## src/rtl/sc_reg_general_level_mode_pkg.sv

```systemverilog
// Shared encodings for the game-level register: operation codes and bus widths.
package sc_level_pkg;

    localparam int OP_WIDTH = 3;

    localparam logic [OP_WIDTH-1:0] OP_HOLD = 3'b000;
    localparam logic [OP_WIDTH-1:0] OP_INC  = 3'b001;
    localparam logic [OP_WIDTH-1:0] OP_DEC  = 3'b010;
    localparam logic [OP_WIDTH-1:0] OP_ROL  = 3'b011;
    localparam logic [OP_WIDTH-1:0] OP_ROR  = 3'b100;
    localparam logic [OP_WIDTH-1:0] OP_SHL1 = 3'b101;
    localparam logic [OP_WIDTH-1:0] OP_SHR0 = 3'b110;

endpackage

```

## src/rtl/sc_reg_general_level_mode_if.sv

```systemverilog
// Command/status bundle between the game FSM (master) and the level register (slave).
interface sc_reg_general_level_mode_if #(
    parameter int DATAWIDTH = 4
);
    import sc_level_pkg::*;

    logic                 SC_RegLEVEL_clear_InLow;
    logic                 SC_RegLEVEL_load_InLow;
    logic [OP_WIDTH-1:0]  SC_RegLEVEL_op_InBUS;
    logic                 SC_RegLEVEL_autoEn_InHigh;
    logic [DATAWIDTH-1:0] SC_RegLEVEL_data_InBUS;
    logic [DATAWIDTH-1:0] SC_RegLEVEL_data_OutBUS;
    logic                 SC_RegLEVEL_max_OutHigh;
    logic                 SC_RegLEVEL_min_OutHigh;
    logic                 SC_RegLEVEL_changed_OutHigh;

    modport master (
        output SC_RegLEVEL_clear_InLow, SC_RegLEVEL_load_InLow, SC_RegLEVEL_op_InBUS,
               SC_RegLEVEL_autoEn_InHigh, SC_RegLEVEL_data_InBUS,
        input  SC_RegLEVEL_data_OutBUS, SC_RegLEVEL_max_OutHigh, SC_RegLEVEL_min_OutHigh,
               SC_RegLEVEL_changed_OutHigh
    );

    modport slave (
        input  SC_RegLEVEL_clear_InLow, SC_RegLEVEL_load_InLow, SC_RegLEVEL_op_InBUS,
               SC_RegLEVEL_autoEn_InHigh, SC_RegLEVEL_data_InBUS,
        output SC_RegLEVEL_data_OutBUS, SC_RegLEVEL_max_OutHigh, SC_RegLEVEL_min_OutHigh,
               SC_RegLEVEL_changed_OutHigh
    );

endinterface

```

## src/rtl/sc_reg_general_level_mode_tick_divider.sv

```systemverilog
// Free-running 0..TICKS-1 counter; wrap is high during the cycle whose edge rolls it back to 0.
module sc_tick_divider #(
    parameter int TICKS = 8
) (
    input  logic clk,
    input  logic rst,
    input  logic en,
    input  logic clr,
    output logic wrap
);

    localparam int CW = (TICKS > 2) ? $clog2(TICKS) : 1;
    localparam logic [CW-1:0] LAST = CW'(TICKS - 1);

    logic [CW-1:0] count_r;

    assign wrap = en && (count_r == LAST);

    // Counter register: held at zero while disabled or cleared.
    always_ff @(posedge clk) begin
        if (rst) begin
            count_r <= {CW{1'b0}};
        end else if (clr || !en) begin
            count_r <= {CW{1'b0}};
        end else if (count_r == LAST) begin
            count_r <= {CW{1'b0}};
        end else begin
            count_r <= count_r + CW'(1);
        end
    end

endmodule

```

## src/rtl/sc_reg_general_level_mode.sv

```systemverilog
// Level/pattern register with saturating inc/dec, rotates, fill-shifts and timed auto-advance.
module sc_reg_general_level_mode
    import sc_level_pkg::*;
#(
    parameter int DATAWIDTH  = 4,
    parameter int INIT_VALUE = 0,
    parameter int MAX_LEVEL  = 9,
    parameter int TICKS      = 8
) (
    input  logic                        SC_RegLEVEL_CLOCK_50,
    input  logic                        SC_RegLEVEL_RESET_InHigh,
    sc_reg_general_level_mode_if.slave  levelBus
);

    localparam logic [DATAWIDTH-1:0] MAX_W  = DATAWIDTH'(MAX_LEVEL);
    localparam logic [DATAWIDTH-1:0] INIT_W = DATAWIDTH'(INIT_VALUE);
    localparam logic [DATAWIDTH-1:0] ZERO_W = {DATAWIDTH{1'b0}};

    logic [DATAWIDTH-1:0] word_r;
    logic [DATAWIDTH-1:0] wordNext_s;
    logic                 changed_r;
    logic                 max_r;
    logic                 min_r;
    logic                 divClear_s;
    logic                 advance_s;

    function automatic logic [DATAWIDTH-1:0] satInc(input logic [DATAWIDTH-1:0] w);
        return (w >= MAX_W) ? w : w + DATAWIDTH'(1);
    endfunction

    function automatic logic [DATAWIDTH-1:0] satDec(input logic [DATAWIDTH-1:0] w);
        return (w == ZERO_W) ? w : w - DATAWIDTH'(1);
    endfunction

    sc_tick_divider #(.TICKS(TICKS)) tickDivider (
        .clk  (SC_RegLEVEL_CLOCK_50),
        .rst  (SC_RegLEVEL_RESET_InHigh),
        .en   (levelBus.SC_RegLEVEL_autoEn_InHigh),
        .clr  (divClear_s),
        .wrap (advance_s)
    );

    // Next-word selection; an advance only lands when no command owns this edge.
    always_comb begin
        wordNext_s = word_r;
        divClear_s = 1'b0;
        if (!levelBus.SC_RegLEVEL_clear_InLow) begin
            wordNext_s = INIT_W;
            divClear_s = 1'b1;
        end else if (!levelBus.SC_RegLEVEL_load_InLow) begin
            wordNext_s = (levelBus.SC_RegLEVEL_data_InBUS > MAX_W) ? MAX_W
                                                                  : levelBus.SC_RegLEVEL_data_InBUS;
            divClear_s = 1'b1;
        end else begin
            case (levelBus.SC_RegLEVEL_op_InBUS)
                OP_INC:  wordNext_s = satInc(word_r);
                OP_DEC:  wordNext_s = satDec(word_r);
                OP_ROL:  wordNext_s = {word_r[DATAWIDTH-2:0], word_r[DATAWIDTH-1]};
                OP_ROR:  wordNext_s = {word_r[0], word_r[DATAWIDTH-1:1]};
                OP_SHL1: wordNext_s = {word_r[DATAWIDTH-2:0], 1'b1};
                OP_SHR0: wordNext_s = {1'b0, word_r[DATAWIDTH-1:1]};
                default: begin
                    if (advance_s) begin
                        wordNext_s = satInc(word_r);
                    end else begin
                        wordNext_s = word_r;
                    end
                end
            endcase
        end
    end

    // Word and status flags are registered together so they always describe the same value.
    always_ff @(posedge SC_RegLEVEL_CLOCK_50) begin
        if (SC_RegLEVEL_RESET_InHigh) begin
            word_r    <= ZERO_W;
            changed_r <= 1'b0;
            max_r     <= 1'b0;
            min_r     <= 1'b1;
        end else begin
            word_r    <= wordNext_s;
            changed_r <= (wordNext_s != word_r);
            max_r     <= (wordNext_s >= MAX_W);
            min_r     <= (wordNext_s == ZERO_W);
        end
    end

    assign levelBus.SC_RegLEVEL_data_OutBUS     = word_r;
    assign levelBus.SC_RegLEVEL_changed_OutHigh = changed_r;
    assign levelBus.SC_RegLEVEL_max_OutHigh     = max_r;
    assign levelBus.SC_RegLEVEL_min_OutHigh     = min_r;

endmodule

```

## src/flat_wrapper.sv

```systemverilog
// flat-port wrapper written by rule: the top's interface ports become plain ports
module sc_reg_general_level_mode_flat import sc_level_pkg::*;
#(
    parameter int DATAWIDTH  = 4,
    parameter int INIT_VALUE = 0,
    parameter int MAX_LEVEL  = 9,
    parameter int TICKS      = 8
)
  (SC_RegLEVEL_CLOCK_50, SC_RegLEVEL_RESET_InHigh, levelBus_SC_RegLEVEL_clear_InLow, levelBus_SC_RegLEVEL_load_InLow, levelBus_SC_RegLEVEL_op_InBUS, levelBus_SC_RegLEVEL_autoEn_InHigh, levelBus_SC_RegLEVEL_data_InBUS, levelBus_SC_RegLEVEL_data_OutBUS, levelBus_SC_RegLEVEL_max_OutHigh, levelBus_SC_RegLEVEL_min_OutHigh, levelBus_SC_RegLEVEL_changed_OutHigh);
  sc_reg_general_level_mode_if #(.DATAWIDTH(DATAWIDTH)) levelBus_i ();
  input  logic SC_RegLEVEL_CLOCK_50;
  input  logic SC_RegLEVEL_RESET_InHigh;
  input wire logic [$bits(levelBus_i.SC_RegLEVEL_clear_InLow)-1:0] levelBus_SC_RegLEVEL_clear_InLow;
  input wire logic [$bits(levelBus_i.SC_RegLEVEL_load_InLow)-1:0] levelBus_SC_RegLEVEL_load_InLow;
  input wire logic [$bits(levelBus_i.SC_RegLEVEL_op_InBUS)-1:0] levelBus_SC_RegLEVEL_op_InBUS;
  input wire logic [$bits(levelBus_i.SC_RegLEVEL_autoEn_InHigh)-1:0] levelBus_SC_RegLEVEL_autoEn_InHigh;
  input wire logic [$bits(levelBus_i.SC_RegLEVEL_data_InBUS)-1:0] levelBus_SC_RegLEVEL_data_InBUS;
  output wire logic [$bits(levelBus_i.SC_RegLEVEL_data_OutBUS)-1:0] levelBus_SC_RegLEVEL_data_OutBUS;
  output wire logic [$bits(levelBus_i.SC_RegLEVEL_max_OutHigh)-1:0] levelBus_SC_RegLEVEL_max_OutHigh;
  output wire logic [$bits(levelBus_i.SC_RegLEVEL_min_OutHigh)-1:0] levelBus_SC_RegLEVEL_min_OutHigh;
  output wire logic [$bits(levelBus_i.SC_RegLEVEL_changed_OutHigh)-1:0] levelBus_SC_RegLEVEL_changed_OutHigh;
  assign levelBus_i.SC_RegLEVEL_clear_InLow = levelBus_SC_RegLEVEL_clear_InLow;
  assign levelBus_i.SC_RegLEVEL_load_InLow = levelBus_SC_RegLEVEL_load_InLow;
  assign levelBus_i.SC_RegLEVEL_op_InBUS = levelBus_SC_RegLEVEL_op_InBUS;
  assign levelBus_i.SC_RegLEVEL_autoEn_InHigh = levelBus_SC_RegLEVEL_autoEn_InHigh;
  assign levelBus_i.SC_RegLEVEL_data_InBUS = levelBus_SC_RegLEVEL_data_InBUS;
  assign levelBus_SC_RegLEVEL_data_OutBUS = levelBus_i.SC_RegLEVEL_data_OutBUS;
  assign levelBus_SC_RegLEVEL_max_OutHigh = levelBus_i.SC_RegLEVEL_max_OutHigh;
  assign levelBus_SC_RegLEVEL_min_OutHigh = levelBus_i.SC_RegLEVEL_min_OutHigh;
  assign levelBus_SC_RegLEVEL_changed_OutHigh = levelBus_i.SC_RegLEVEL_changed_OutHigh;
  sc_reg_general_level_mode #(.DATAWIDTH(DATAWIDTH), .INIT_VALUE(INIT_VALUE), .MAX_LEVEL(MAX_LEVEL), .TICKS(TICKS)) u_core (.SC_RegLEVEL_CLOCK_50(SC_RegLEVEL_CLOCK_50), .SC_RegLEVEL_RESET_InHigh(SC_RegLEVEL_RESET_InHigh), .levelBus(levelBus_i));
endmodule
```

## config.mk

```make
export PLATFORM = sky130hd
export DESIGN_NAME = sc_reg_general_level_mode_flat
export DESIGN_NICKNAME = d
export VERILOG_FILES = /design/src/rtl/sc_reg_general_level_mode_pkg.sv /design/src/rtl/sc_reg_general_level_mode_if.sv /design/src/rtl/sc_reg_general_level_mode_tick_divider.sv /design/src/rtl/sc_reg_general_level_mode.sv /design/src/flat_wrapper.sv
export SDC_FILE = /design/constraint.sdc
export NUM_CORES = 1
export LEC_CHECK = 0
export ABC_CLOCK_PERIOD_IN_PS = 6000
export BUFFER_PORTS_ARGS = -buffer_cell sky130_fd_sc_hd__buf_2
export CELL_PAD_IN_SITES_DETAIL_PLACEMENT = 0
export CELL_PAD_IN_SITES_GLOBAL_PLACEMENT = 1
export CORE_MARGIN = 2
export CORE_UTILIZATION = 44
export DETAILED_ROUTE_END_ITERATION = 12
export GPL_ROUTABILITY_DRIVEN = 0
export GPL_TIMING_DRIVEN = 0
export PLACE_DENSITY = 0.82
export SLEW_MARGIN = 20
export SYNTH_ARGS = -nofsm -noshare
export SYNTH_HDL_FRONTEND = slang
export SYNTH_SLANG_ARGS = --single-unit
export TNS_END_PERCENT = 100
```

## constraint.sdc

```tcl
create_clock -name SC_RegLEVEL_CLOCK_50 -period 6 [get_ports SC_RegLEVEL_CLOCK_50]
set_input_delay 0.9 -clock SC_RegLEVEL_CLOCK_50 [delete_from_list [all_inputs] [get_ports SC_RegLEVEL_CLOCK_50]]
set_output_delay 0.9 -clock SC_RegLEVEL_CLOCK_50 [all_outputs]
set_load 0.02 [all_outputs]
```

==> flow_summary.yaml <==
status:
  run_status: "finished clean"
placed_design:
  dp_worst_setup_slack_ns: 3.102
  numPlacedInstances: 190
  portBuffers: 15
  detailedPlacementHpwl_um: 2410
pwr:
  power_leakage_nw: 0.4836
  totalPowerFinal_mw: 0.1914
  worst_ir_drop_vdd_uv: 134.8
  pwr_density_cell_mw_per_mm2: 151.9
synth:
  async_reset_ff_frac: 0
  post_synth_inst_count: 145
  synth.largest_area_cell: "sky130_fd_sc_hd__dfxtp_1"
  flip_flop_cell_with_the_highest_count_after_synthesis: "sky130_fd_sc_hd__dfxtp_1"
  count_of_synthesis_stage_warnings_from_yosys: 0
  synth_top_cell_area_share: 0.1780
  ys_seq_elements: 10
  syn_area_mm2: 0.001125
  yosysUniqueCellTypes: 55
  synth_nets: 162
  synth_sequential_area_ratio: 0.1780
  synth-edff-count: 0
  synth.area.top_cells: "sky130_fd_sc_hd__dfxtp_1 (18%), sky130_fd_sc_hd__ha_1 (5.6%), sky130_fd_sc_hd__nand2b_1 (5.0%)"
  syn_area_per_cell_um2: 7.757
critical_path:
  critPathLaunchType: "flop"
  worstSetupEndpointType: "flop"
  critPathLaunch: "u_core.levelBus.SC_RegLEVEL_data_OutBUS[0]"
  critical_path.top_delay_family: "compound AO/OA/AOI/OAI gates"
  reg2reg_from: "u_core.levelBus.SC_RegLEVEL_data_OutBUS[0]"
  cp_max_fo: 10
  cp_slowest_cell: "sky130_fd_sc_hd__dfxtp_1"
  ordered_list_of_cells_on_the_worst_path: "clkbuf_1 -> inv_1 -> ha_1 -> or3b_1 -> a311oi_1 -> o2111a_1 -> a2111oi_0 -> and4b_1 -> a41oi_2"
  cp.required_ns: 6.19
  timing.critical_path.slowest_cell_delay_ns: 0.54
  category_of_the_most_critical_setup_path: "flop to flop"
  cp.buffers_inverters: 2
  worst-endpoint-arrival_ns: 3.13
routing:
  wl_um: 3121
  detail_route.wl_per_cell_um: 16.17
  drcViolationCount: 0
  drtAntennaViolNets: 0
  num_vias: 1191
  drt_iter0_drcs: 27
  detail_route.first_pass.iterations: 4
  vias_per_cell: 6.171
clocking:
  clock-root-buffer: "sky130_fd_sc_hd__clkbuf_4"
  worstSkewPairLatency_ns: 0.27
  cts_hold_repair.buffers: 0
  cts.path.max_buffers: 2
  postCtsSetupBuffers: 0
  cts.repair.resized: 0
  cts_buffers: 3
  clkTransAtPathRegs_ns: 0.06
  cts.htree.levels: 1
  clkSinkCount: 10
  tritoncts: "built"
die:
  die_y_um: 54.56
  die_area_mm2: 0.002977
  start_util: 0.4582
  number_of_placed_i_o_pins: 19
  width_of_the_die_um: 54.56
  floorplan.rows: 18
  core-area_mm2: 0.002455
sta:
  drv_slew: 0
  finalSetupViolations: 0
  smallest_setup_slack_after_layout_ns: 3.061
  finalCriticalPeriod_ns: 2.939
  unrepaired_setup_endpoints_after_global_routing: "false"
  fin_crit_sh: 0.4899
  clock_skew_ns: 0.01021
  final.hold.worst_slack_ns: 0.4212
  hold_violations_final: 0
  slew_of_the_pin_with_the_lowest_slew_margin_ns: 0.4783
  clock.fmax_mhz: 340.2
  slew_headroom: 0.6784
  totalNegativeSetupSlack_ns: 0
global_route:
  groute.usage.overall: 0.2322
  gr-total-overflow: 0
  first_global_vias: 1069
  grt_first_pass_wirelength_um: 4912
  initial_antenna_violation_count: 0
  grt_start_max_net_pins: 11
cells_and_area:
  antenna_cell_count: 0
  syn2layout_area_growth_pct: 12.01
  drive_gt1_frac: 0.2086
  final_net_count: 182
  fillerInstances: 261
  finish.cell_count_without_fillers: 193
worst_hold_path:
  hp-class: "flop to flop"
  hold_start: "u_core.tickDivider.count_r[0]"
flow_run:
  max_cap_violations: 0
[path summary, 6_finish.rpt]
| path | endpoint | slack [ns] | cells after the start |
|---|---|---|---|
| max | u_core.levelBus.SC_RegLEVEL_changed_OutHigh | 3.06 | 9 |
| min reg2reg | u_core.tickDivider.count_r[0] | 0.42 | 1 |
| max reg2reg | u_core.levelBus.SC_RegLEVEL_changed_OutHigh | 3.06 | 9 |
| min | u_core.tickDivider.count_r[0] | 0.42 | 1 |
[through the flow]
stage                     cell area (um2)    util
after floorplan                      1125       -
after global placement               1237  0.5041
after detailed placement             1237  0.5041
after CTS                            1260  0.5133
after global routing                 1260  0.5133
final                                1260  0.5133
[layout make-up]
type / count / area (um2) / area share
well taps: 30 / 37.54 / 0.02979
flip-flops and latches: 10 / 200.2 / 0.1589
repair buffers: 15 / 75.07 / 0.05958
inverters: 8 / 30.03 / 0.02383
multi-input cells: 117 / 842.1 / 0.6683
clock buffers: 3 / 22.52 / 0.01787
plain buffers: 10 / 52.55 / 0.04171
[per-layer routing]
| layer | share of wire | vias up | track usage | wire length (um) |
|---|---|---|---|---|
| met1 | 0.47 | 566 | 0.3045 | 1470 |
| met2 | 0.48 | 36 | 0.3896 | 1493 |
| met4 | 0.016 | 0 | 0.1125 | 50 |
| li1 | - | 584 | - | - |
| met5 | 0 | - | 0 | 0 |
| met3 | 0.034 | 5 | 0.008197 | 107 |
[cells in the final DEF (no fill, tap or decap), types with 2 or more instances in the layout]
cell and instances:
sky130_fd_sc_hd__inv_1 8, sky130_fd_sc_hd__nor3b_1 2, sky130_fd_sc_hd__a22oi_1 2, sky130_fd_sc_hd__clkbuf_1 3
sky130_fd_sc_hd__or3_1 3, sky130_fd_sc_hd__buf_2 21, sky130_fd_sc_hd__dfxtp_1 10, sky130_fd_sc_hd__a21o_1 2
sky130_fd_sc_hd__o211ai_1 3, sky130_fd_sc_hd__ha_1 5, sky130_fd_sc_hd__a311oi_1 2, sky130_fd_sc_hd__nand3_1 7
sky130_fd_sc_hd__nand2_1 8, sky130_fd_sc_hd__and3_1 2, sky130_fd_sc_hd__clkbuf_4 3, sky130_fd_sc_hd__mux2i_1 3
sky130_fd_sc_hd__a2111oi_0 3, sky130_fd_sc_hd__nor2b_1 2, sky130_fd_sc_hd__nor4b_1 2, sky130_fd_sc_hd__nor2_1 14
sky130_fd_sc_hd__nand2b_1 9, sky130_fd_sc_hd__nor3b_2 2, sky130_fd_sc_hd__a211o_1 2, sky130_fd_sc_hd__o21ai_0 4
sky130_fd_sc_hd__a21oi_1 5, sky130_fd_sc_hd__a31o_2 2, sky130_fd_sc_hd__o21a_1 3, sky130_fd_sc_hd__and2_1 2
sky130_fd_sc_hd__o21ai_1 2
[cell usage after synthesis, types with 3 or more instances]
master,number
sky130_fd_sc_hd__mux2i_1,3
sky130_fd_sc_hd__nor2_1,14
sky130_fd_sc_hd__ha_1,5
sky130_fd_sc_hd__or3_1,3
sky130_fd_sc_hd__nand3_1,7
sky130_fd_sc_hd__a2111oi_0,3
sky130_fd_sc_hd__nand2b_1,9
sky130_fd_sc_hd__clkbuf_1,3
sky130_fd_sc_hd__a21oi_1,5
sky130_fd_sc_hd__o21ai_0,4
sky130_fd_sc_hd__o21a_1,3
sky130_fd_sc_hd__buf_2,6
sky130_fd_sc_hd__dfxtp_1,10
sky130_fd_sc_hd__o211ai_1,3
sky130_fd_sc_hd__inv_1,8
sky130_fd_sc_hd__nand2_1,8
[power breakdown]
part,leakage (nW),internal (mW),switching (mW)
Sequential,0.0817,0.0696,0.00312
Combinational,0.388,0.0299,0.0436
Clock,0.0138,0.0231,0.0222
[registers in the layout, summed over array words and instances, names as in the netlist]
| signal | flops |
|---|---|
| u_core.levelBus.SC_RegLEVEL_data_OutBUS | 4 |
| u_core.levelBus.SC_RegLEVEL_min_OutHigh | 1 |
| u_core.levelBus.SC_RegLEVEL_max_OutHigh | 1 |
| u_core.tickDivider.count_r | 3 |
| u_core.levelBus.SC_RegLEVEL_changed_OutHigh | 1 |
[cells by family after synthesis]
family,count (synthesis),share of synthesized area
AO/OA/AOI/OAI,46,0.3371
AND/OR/NAND/NOR,61,0.3126
adder cells (fa/ha/maj),6,0.06452
XOR/XNOR,1,0.007788
buffers and inverters,18,0.07342
flip-flops,10,0.1780
multiplexers,3,0.02670
Power figures use the tool's default switching activity.
